## src/rtl/rvx_core_fetch_unit.sv

```systemverilog
// Instruction fetch stage: drives the instruction memory port, tracks in-flight requests by PC
// tag, and hands up to two buffered instructions to decode, flushing on redirect.
module rvx_core_fetch_unit #(
  parameter logic [31:0] BOOT_ADDRESS = 32'h0000_0000
) (
  input  logic        clock,
  input  logic        reset_n,
  output logic [31:0] imem_address,
  output logic        imem_request,
  input  logic        imem_grant,
  input  logic [31:0] imem_rdata,
  input  logic        imem_rvalid,
  input  logic        redirect_request,
  input  logic [31:0] redirect_address,
  input  logic        stall_s1,
  output logic [31:0] instruction_s1,
  output logic [31:0] pc_s1,
  output logic        instruction_valid_s1
);

  localparam logic [31:0] Nop = 32'h0000_0013;

  logic [31:0] fetch_pc_q, fetch_pc_d;
  logic [1:0]  outstanding_q, outstanding_d;
  logic [1:0]  discard_q, discard_d;
  logic [1:0]  fifo_cnt_q, fifo_cnt_d;
  logic [31:0] tag_q [2];
  logic        tag_rd_q, tag_wr_q;
  logic [31:0] fifo_pc_q [2];
  logic [31:0] fifo_instr_q [2];
  logic        fifo_rd_q, fifo_wr_q;
  logic [31:0] last_pc_q;

  logic [2:0] credit_used;
  logic       accept, resp, drop, push, pop;

  assign credit_used  = 3'(outstanding_q) + 3'(fifo_cnt_q) + 3'(discard_q);
  assign imem_request = reset_n & ~redirect_request & (credit_used < 3'd2);
  assign imem_address = fetch_pc_q;

  assign accept = imem_request & imem_grant;
  // A response with nothing outstanding is a protocol violation and is ignored.
  assign resp   = imem_rvalid & (outstanding_q != 2'd0);
  assign drop   = resp & (discard_q != 2'd0);
  assign push   = resp & ~drop & ~redirect_request;
  assign pop    = instruction_valid_s1 & ~stall_s1 & ~redirect_request;

  assign instruction_valid_s1 = (fifo_cnt_q != 2'd0);
  assign instruction_s1       = instruction_valid_s1 ? fifo_instr_q[fifo_rd_q] : Nop;
  assign pc_s1                = instruction_valid_s1 ? fifo_pc_q[fifo_rd_q] : last_pc_q;

  always_comb begin
    outstanding_d = outstanding_q + 2'(accept) - 2'(resp);
    fetch_pc_d    = fetch_pc_q;
    fifo_cnt_d    = fifo_cnt_q;
    discard_d     = discard_q;
    if (redirect_request) begin
      fetch_pc_d = redirect_address & 32'hFFFF_FFFC;
      fifo_cnt_d = 2'd0;
      // Every request still in flight after this cycle belongs to the old path.
      discard_d  = outstanding_d;
    end else begin
      if (accept) fetch_pc_d = fetch_pc_q + 32'd4;
      fifo_cnt_d = fifo_cnt_q + 2'(push) - 2'(pop);
      discard_d  = discard_q - 2'(drop);
    end
  end

  always_ff @(posedge clock or negedge reset_n) begin
    if (!reset_n) begin
      fetch_pc_q    <= BOOT_ADDRESS;
      outstanding_q <= 2'd0;
      discard_q     <= 2'd0;
      fifo_cnt_q    <= 2'd0;
      tag_rd_q      <= 1'b0;
      tag_wr_q      <= 1'b0;
      fifo_rd_q     <= 1'b0;
      fifo_wr_q     <= 1'b0;
      last_pc_q     <= BOOT_ADDRESS;
    end else begin
      fetch_pc_q    <= fetch_pc_d;
      outstanding_q <= outstanding_d;
      discard_q     <= discard_d;
      fifo_cnt_q    <= fifo_cnt_d;
      tag_rd_q      <= tag_rd_q ^ resp;
      tag_wr_q      <= tag_wr_q ^ accept;
      last_pc_q     <= pc_s1;
      if (redirect_request) begin
        fifo_rd_q <= 1'b0;
        fifo_wr_q <= 1'b0;
      end else begin
        fifo_rd_q <= fifo_rd_q ^ pop;
        fifo_wr_q <= fifo_wr_q ^ push;
      end
    end
  end

  always_ff @(posedge clock or negedge reset_n) begin
    if (!reset_n) begin
      for (int i = 0; i < 2; i++) begin
        tag_q[i]        <= '0;
        fifo_pc_q[i]    <= '0;
        fifo_instr_q[i] <= '0;
      end
    end else begin
      if (accept) tag_q[tag_wr_q] <= fetch_pc_q;
      if (push) begin
        fifo_pc_q[fifo_wr_q]    <= tag_q[tag_rd_q];
        fifo_instr_q[fifo_wr_q] <= imem_rdata;
      end
    end
  end

  rvalid_needs_outstanding: assert property (
    @(posedge clock) disable iff (!reset_n) imem_rvalid |-> (outstanding_q != 2'd0)
  );

endmodule

```

## config.mk

```make
export PLATFORM = sky130hd
export DESIGN_NAME = rvx_core_fetch_unit
export DESIGN_NICKNAME = d
export VERILOG_FILES = /design/src/rtl/rvx_core_fetch_unit.sv
export SDC_FILE = /design/constraint.sdc
export NUM_CORES = 1
export LEC_CHECK = 0
export CORE_MARGIN = 5
export CORE_UTILIZATION = 35
export DETAILED_ROUTE_END_ITERATION = 10
export PLACE_DENSITY = 0.56
export SYNTH_ARGS = -nofsm -noshare
export SYNTH_HDL_FRONTEND = slang
export SYNTH_SLANG_ARGS = --single-unit
```

## constraint.sdc

```tcl
create_clock -name clock -period 2.8 [get_ports clock]
set_input_delay 0.7 -clock clock [delete_from_list [all_inputs] [get_ports clock]]
set_output_delay 0.7 -clock clock [all_outputs]
set_load 0.05 [all_outputs]
```

==> metrics.yaml, run 1 <==
leakage_nw: 7.019
place_area_um2: 14440
synth_area_per_cell_um2: 11.69
status: "complete, but fails checks"
n_antenna_cell: 0
p_int_mw: 11.61
cp_max_fo: 3
slew_violations: 0
place.gp.congestion: 0.7716
cp.required_ns: 2.10
synth_simple_gate_area_share_pct: 10.20
period_minus_slack_ns: 3.139
cts_buffers: 28
tritoncts: "built"
start_util_pct: 35.21
ys_async_sr_fraction_pct: 100.0
critPathArrivalTime_ns: 2.44
ios: 168
core_area_um2: 32370
h-tree-depth: 1
fin_tns_setup_ns: -0.4302
hold_viol: 0
clkTransAtPathRegs_ns: 0.06
worst_pin_slew_ns: 0.9183
slew_headroom_pct: 38.78
drv_cap: 0
cts_buffer_depth: 3
p_per_area_nw_per_um2: 1152
power.clock.fraction_pct: 18.6
grt_pass1_vias: 8114
die_area_um2: 36270
antenna_found_initial: 0
drive_above_1_share_pct: 29.69
fin_ws_ns: -0.3393
wl_mm: 28.42
fmax_ghz: 0.3185
synth_cells: 975
yosysSeqAreaShare_pct: 56.21
grtUsageTotal_pct: 15.16
grt_pass1_wl_mm: 44.95
fp.dieW_um: 190.5
fp.dieH_um: 190.5
finalClockSkew_ns: 0.007759
io_buffers: 163
p_comb_share_pct: 48.3
ir_drop_mv: 0.5829
area_growth_pct: 40.64
synth.distinct_cells: 53
p_sw_mw: 6.863
ant_nets: 0
p_seq_share_pct: 33.1
rows: 66
synth_top_family_by_area: "multiplexers"
synthMuxAreaShare_pct: 20.68
vias: 8035
layout_commonest_cell: "dfrtp_1"
synth_compound_area_share_pct: 7.279
post-route-period-util_pct: 112.1
firstDrtPassIters: 4
yosys_most_used_dff: "dfrtp_1"
rsz0062_at_grt: "true"
synth_edf_count: 0
wl_per_cell_um: 17.42
grt_max_degree: 168
end_kind: "output pin"
cts.sinks: 256
drt_iter0_markers: 395
hold_path.class: "reg -> reg"
power_switching_share_pct: 37.15
synth_warnings: 0
viasPerCell: 4.926
synthesis.area_um2: 11400
dp_hpwl_mm: 18.62
violations: "negative setup slack"
overflow: 0
fin_nets: 1260
critPathKind: "reg -> out"
final_cell_mix: "255 x dfrtp_1, 99 x nor2_1, 96 x mux2i_1, 96 x clkdlybuf4s50_1, 89 x mux2_2"
drcViolationCount: 0
cp-start-kind: "flip-flop"
postLayoutCellArea_um2: 16030
synth_xor_area_share_pct: 0.9990
cts_root_buf: "clkbuf_16"
setup_violations: 4
synthAdderAreaFrac_pct: 1.493
clk_latency_ns: 0.53
ys_ff_latch: 256
## timing repair
item                                   4_1_cts  5_1_grt
resized for setup                           17       98
hold buffers                                 1        0
cloned                                       0        6
pin swaps                                    4        7
setup endpoints to repair                   58       60
buffers inserted                            11        9
endpoints found under the hold margin        1        0
## routing by layer
layer / vias up / part of all wire (%) / global-route usage, %
met5: - / 0 / 0
met4: 0 / 1.3 / 2.569
met3: 23 / 5.0 / 2.838
met2: 200 / 44 / 23.25
met1: 3984 / 49 / 22.80
li1: 3828 / - / -
## worst max-delay path: stages (launching register included)
cell	delay (ns)
dfrtp_1	0.42
inv_2	0.05
fa_1	0.50
inv_2	0.05
ha_4	0.17
xnor2_4	0.13
buf_6	0.13
nor4b_4	0.29
buf_12	0.18
## final timing paths
| kind | startpoint | to | slack [ns] | depth (start not counted) |
|---|---|---|---|---|
| setup / recovery | outstanding_q[1] | imem_request | -0.34 | 8 |
| hold / removal | last_pc_q[19] | last_pc_q[19] | 0.50 | 2 |
| setup reg to reg | outstanding_q[1] | discard_q[1] | -0.05 | 15 |
| hold reg to reg | last_pc_q[19] | last_pc_q[19] | 0.50 | 2 |
| max in group asynchronous | reset_n | fifo_rd_q | 1.10 | 3 |
| min in group asynchronous | reset_n | imem_address[5] | 0.55 | 2 |
## registers in the layout, summed over array words and instances, names as in the netlist
register and count:
fifo_rd_q 1, discard_q 2, tag_q 60, tag_rd_q 1, fifo_wr_q 1, outstanding_q 2
fifo_cnt_q 2, fifo_pc_q 60, last_pc_q 32, tag_wr_q 1, imem_address 30, fifo_instr_q 64
## final cells by class
| type | instances | area (µm²) |
|---|---|---|
| Sequential cell | 256 | 6410 |
| Fill cell | 2948 | 16340 |
| Tap cell | 442 | 553.0 |
| Timing Repair Buffer | 234 | 3110 |
| Inverter | 21 | 81.33 |
| Multi-Input combinational cell | 636 | 5020 |
| Clock buffer | 42 | 854.6 |
## cells by family after synthesis
| kind of cell | after synthesis |
|---|---|
| DFF | 256 |
| AOI/OAI and AO/OA | 146 |
| other | 1 |
| adders and majority gates | 13 |
| xor gates and xnor gates | 13 |
| and+or+nand+nor | 242 |
| muxes | 220 |
| buffers and inverters | 84 |
## cells in the mapped netlist, types with 4 or more instances
master	number	area [µm²]
or3_1	4	25.02
dfrtp_1	256	6406
mux2i_1	96	960.9
inv_1	19	71.32
mux2_2	124	1396
buf_1	8	30.03
a22oi_1	4	30.03
nor2_1	101	379.1
xnor2_1	10	87.58
nand3_1	21	105.1
clkbuf_1	32	120.1
buf_2	19	95.09
nand2_1	71	266.5
buf_4	4	30.03
a21oi_1	65	325.3
nand4_1	14	87.58
ha_1	12	150.1
o211ai_1	8	60.06
and2_1	5	31.28
o21ai_0	47	235.2
o311ai_0	5	43.79
## per-stage QoR
step	power (mW)	std cells	util (%)	hold slack [ns]	setup slack, ns
floorplan	10.84	976	-	0.4044	-0.1735
global placement	14.06	1562	44.60	0.4880	0.01517
detailed placement	14.21	1562	44.60	0.4943	-0.02017
CTS	18.01	1616	47.82	0.5068	-0.4185
global route	19.59	1631	49.52	0.5177	-0.4278
finish	18.47	1631	49.52	0.4976	-0.3393
## power groups by stage
stage	registers [mW]	clock network [mW]	logic, mW
floorplan	6.15	0	4.69
global placement	6.13	0	7.93
detailed placement	6.19	0	8.02
CTS	6.10	3.56	8.35
global route	6.33	3.72	9.53
finish	6.12	3.44	8.91
Note: power is estimated with default switching activity, not from simulation.
==> inputs of run 2 (changes only) <==
- GPL_TIMING_DRIVEN: unset -> 0
- SLEW_MARGIN: unset -> 10
==> metrics.yaml, run 2 (synthesized netlist as in run 1, its figures left out) <==
status: "complete, but fails checks"
violations: "negative setup slack"
io_buffers: 163
p_per_area_nw_per_um2: 1142
p_seq_share_pct: 34.3
tritoncts: "built"
ios: 168
fmax_ghz: 0.3326
layout_commonest_cell: "dfrtp_1"
cts_root_buf: "clkbuf_16"
fin_nets: 1282
cts_buffer_depth: 3
die_area_um2: 36270
cp-start-kind: "flip-flop"
h-tree-depth: 1
rsz0062_at_grt: "true"
critPathKind: "reg -> out"
fin_ws_ns: -0.2066
fp.dieH_um: 190.5
slew_headroom_pct: 55.18
drcViolationCount: 0
core_area_um2: 32370
power_switching_share_pct: 37.98
n_fill_cell: 3008
ant_nets: 0
area_growth_pct: 37.04
largest_reg_flops: 64
grtUsageTotal_pct: 15.99
hold_path.class: "in -> async"
regMostFlops: "fifo_instr_q"
cp_max_fo: 2
start_util_pct: 35.21
power.clock.fraction_pct: 21.8
cts.sinks: 256
overflow: 0
cp.required_ns: 2.10
hold_viol: 0
ir_drop_mv: 0.5127
p_int_mw: 11.06
period_minus_slack_ns: 3.007
wl_per_cell_um: 18.21
r2r_slack_ns: -0.08
utilization_pct: 48.25
antenna_found_initial: 0
critPathArrivalTime_ns: 2.31
drt_iter0_markers: 384
drive_above_1_share_pct: 29.78
drv_cap: 0
postLayoutCellArea_um2: 15620
end_kind: "output pin"
rows: 66
final_cell_mix: "255 x dfrtp_1, 99 x nor2_1, 96 x mux2i_1"
p_sw_mw: 6.776
n_antenna_cell: 0
grt_pass1_vias: 8362
firstDrtPassIters: 4
finalClockSkew_ns: 0.01067
clkTransAtPathRegs_ns: 0.06
post-route-period-util_pct: 107.4
clk_latency_ns: 0.54
leakage_nw: 6.954
worst_pin_slew_ns: 0.6724
cts_buffers: 29
viasPerCell: 4.930
fp.dieW_um: 190.5
setup_violations: 62
grt_pass1_wl_mm: 46.95
reg_top3: "fifo_instr_q: 64 flops, fifo_pc_q: 60 flops, tag_q: 60 flops"
grt_max_degree: 109
dp_hpwl_mm: 20.46
vias: 8188
place_area_um2: 13700
p_comb_share_pct: 43.9
slew_violations: 0
wl_mm: 30.25
place.gp.congestion: 0.7985
## run 2: cell count changes in the layout (fill, tap and decap cells not counted), moves of 4 or more
cell and delta:
mux2_4 +25, clkbuf_2 +13, o21ai_1 +21, clkbuf_16 +4, clkdlybuf4s15_2 +27, o21ai_2 -20, mux2_2 -25, buf_8 +4
clkinv_2 +5, buf_12 -72, clkbuf_4 +13, buf_2 +14, buf_6 +14
## run 2: timing repair
| item | 4_1_cts | 5_1_grt |
|---|---|---|
| pin swaps | 6 | 10 |
| gates cloned | 0 | 7 |
| hold buffers | 0 | 0 |
| endpoints found under the setup margin | 265 | 197 |
| endpoints found under the hold margin | 0 | 0 |
| setup buffers | 14 | 11 |
| resized for setup | 340 | 166 |
## run 2: metrics by stage
step	setup WS [ns]	hold slack (ns)	total power [mW]	setup TNS (ns)	instances
CTS	-0.3280	0.1865	17.24	-2.445	1643
finish	-0.2066	0.1622	17.84	-4.115	1661
floorplan	-0.1735	0.4044	10.84	-0.1735	976
global route	-0.3211	0.2113	18.89	-10.04	1661
global placement	-10.27	0.4671	13.02	-3706.83	1581
detailed placement	-1.462	0.4736	13.13	-231.51	1583
## run 2: final cells by class
class / instances / area [µm²] / share of cell area (%)
clock buffers: 42 / 874.6 / 5.600
inverters: 21 / 86.33 / 0.5528
clock inverters: 9 / 123.9 / 0.7931
multi-input cells: 636 / 5050 / 32.33
plain buffers: 58 / 444.2 / 2.844
well taps: 442 / 553.0 / 3.541
repair buffers: 197 / 2079 / 13.31
flip-flops and latches: 256 / 6407 / 41.02
## run 2: path summary, 6_finish.rpt
check	cells after the start	endpoint	start
worst max-delay path	7	imem_request	fifo_cnt_q[1]
worst max register to register	12	tag_q[59]	fifo_cnt_q[1]
max in group asynchronous	2	fifo_rd_q	reset_n
min in group clock	1	last_pc_q[1]	last_pc_q[1]
worst min register to register	1	last_pc_q[1]	last_pc_q[1]
worst min-delay path	1	imem_address[4]	reset_n
## run 2: worst max-delay path, stage by stage (launching register included)
cell and delay [ns]:
dfrtp_1 0.40, inv_2 0.07, fa_1 0.51, inv_2 0.05, ha_4 0.17, xnor2_4 0.14, nor4b_4 0.24, buf_6 0.20
## run 2: per-layer routing
metal / GRT usage (%) / routed length [µm] / vias to the layer above
met5: 0 / 0 / -
met4: 3.564 / 422 / 0
met3: 3.021 / 1704 / 33
met2: 23.89 / 13340 / 248
met1: 24.21 / 14790 / 4027
li1: - / - / 3880
## run 2: power groups by stage
stage          Clock, mW  Combinational [mW]  Sequential (mW)
4_1_cts             4.02                7.13             6.09
6_report            3.90                7.83             6.12
2_1_floorplan          0                4.69             6.15
3_5_place_dp           0                6.98             6.15
5_1_grt             4.18                8.40             6.32
3_3_place_gp           0                6.91             6.11
==> inputs of run 3 (changes only) <==
- CTS_BUF_LIST: unset -> sky130_fd_sc_hd__clkbuf_8
==> metrics.yaml, run 3 (synthesized netlist as in run 1, its figures left out) <==
tritoncts: "built"
ir_drop_mv: 0.5085
core_area_um2: 32370
worst_pin_slew_ns: 0.6623
leakage_nw: 6.893
critPathArrivalTime_ns: 2.30
io_buffers: 163
r2r_end: "tag_q[56]"
drv_cap: 0
hold_slack_ns: 0.1490
worst-path-buf-inv: 3
wl_per_cell_um: 17.86
firstDrtPassIters: 5
antenna_found_initial: 0
rows: 66
h-tree-depth: 2
ant_nets: 0
r2r_slack_ns: -0.01
slew_violations: 0
drcViolationCount: 0
drt_iter0_markers: 351
rsz0062_at_grt: "true"
path_common_cell: "inv_2"
cts-hold-fix-buffers: 0
final_cell_mix: "255 x dfrtp_1, 99 x nor2_1, 96 x mux2i_1"
cp_top_family: "adder cells"
clk_latency_ns: 0.53
cts.sinks: 256
fp.dieH_um: 190.5
ios: 168
fmax_ghz: 0.3335
max_stage_delay_ns: 0.50
place.gp.congestion: 0.7985
dp_hpwl_mm: 20.46
status: "complete, but fails checks"
reg_top3: "fifo_instr_q: 64 flops, fifo_pc_q: 60 flops, tag_q: 60 flops"
timing.rr.start: "fifo_cnt_q[1]"
wl_mm: 30.06
period_minus_slack_ns: 2.999
critPathKind: "reg -> out"
clkTransAtPathRegs_ns: 0.06
fp.dieW_um: 190.5
post-route-period-util_pct: 107.1
hold_path.class: "in -> async"
drive_above_1_share_pct: 29.73
largest_reg_flops: 64
n_antenna_cell: 0
regMostFlops: "fifo_instr_q"
fin_cells: 1683
fin_nets: 1294
cp-start-kind: "flip-flop"
viasPerCell: 4.898
grt_max_degree: 109
cts_root_buf: "clkbuf_8"
fin_ws_ns: -0.1989
violations: "negative setup slack"
start_util_pct: 35.21
layout_commonest_cell: "dfrtp_1"
setup_violations: 14
cp.required_ns: 2.10
slew_headroom_pct: 55.84
die_area_um2: 36270
vias: 8244
cp_slowest_cell: "fa_1"
grt_pass1_vias: 8409
r2r_cells: 13
cts_buffers: 47
end_kind: "output pin"
place_inst: 1583
finalClockSkew_ns: 0.01026
worstPathCellList: "inv_2, fa_1, inv_2, ha_4, xnor2_4, nor4b_4, buf_6"
hold_viol: 0
area_growth_pct: 33.89
grt_pass1_wl_mm: 47.05
p_per_area_nw_per_um2: 1128
cts_buffer_depth: 3
overflow: 0
cp_max_fo: 2
grtUsageTotal_pct: 16.17
## run 3: per-stage QoR
step                      setup TNS, ns  utilization [%]  worst slack [ns]  instance area, µm²  power [mW]
after floorplan                 -0.1735                -           -0.1735               11460       10.84
after global placement         -3706.83            42.14            -10.27               13640       13.02
after detailed placement        -231.51            42.33            -1.462               13700       13.13
after CTS                        -5.642            45.83           -0.3407               14830       16.75
after global routing             -3.566            47.14           -0.3323               15260       18.31
final                           -0.2801            47.14           -0.1989               15260       17.21
## run 3: final cells by class
cell class	count	area [µm²]
fill	3063	17110
sequential	256	6407
multi-input combinational	636	4952
timing repair buffer	190	1914
clock buffer	58	798.3
tap	442	553.0
buffer	59	437.9
clock inverter	21	110.1
inverter	21	86.33
## run 3: worst max path at each step
stage / cells past startpoint / start / end
6_report: 7 / fifo_cnt_q[1] / imem_request
5_1_grt: 7 / outstanding_q[1] / imem_request
4_1_cts: 7 / fifo_cnt_q[1] / imem_request
3_5_place_dp: 10 / redirect_request / fifo_pc_q[62]
3_3_place_gp: 1 / reset_n / fifo_instr_q[8]
2_1_floorplan: 6 / outstanding_q[1] / imem_request
## run 3: where the power goes
part,internal [mW],switching (mW),leakage [nW],total (mW)
clock,1.94,1.48,0.531,3.41
sequential,5.26,0.852,3.23,6.11
combinational,3.27,4.42,3.13,7.69
## run 3: what timing repair did
item | 4_1_cts | 5_1_grt
pin swaps | 7 | 7
cloned | 0 | 4
endpoints found under the setup margin | 265 | 185
resized for setup | 340 | 162
setup buffers | 13 | 8
## run 3: per-layer routing
metal	track usage [%]	vias to the layer above	routed length, µm
li1	-	3898	-
met1	24.30	4043	14830
met2	23.52	252	12970
met3	3.625	51	1684
met4	4.475	0	571
met5	0	-	0
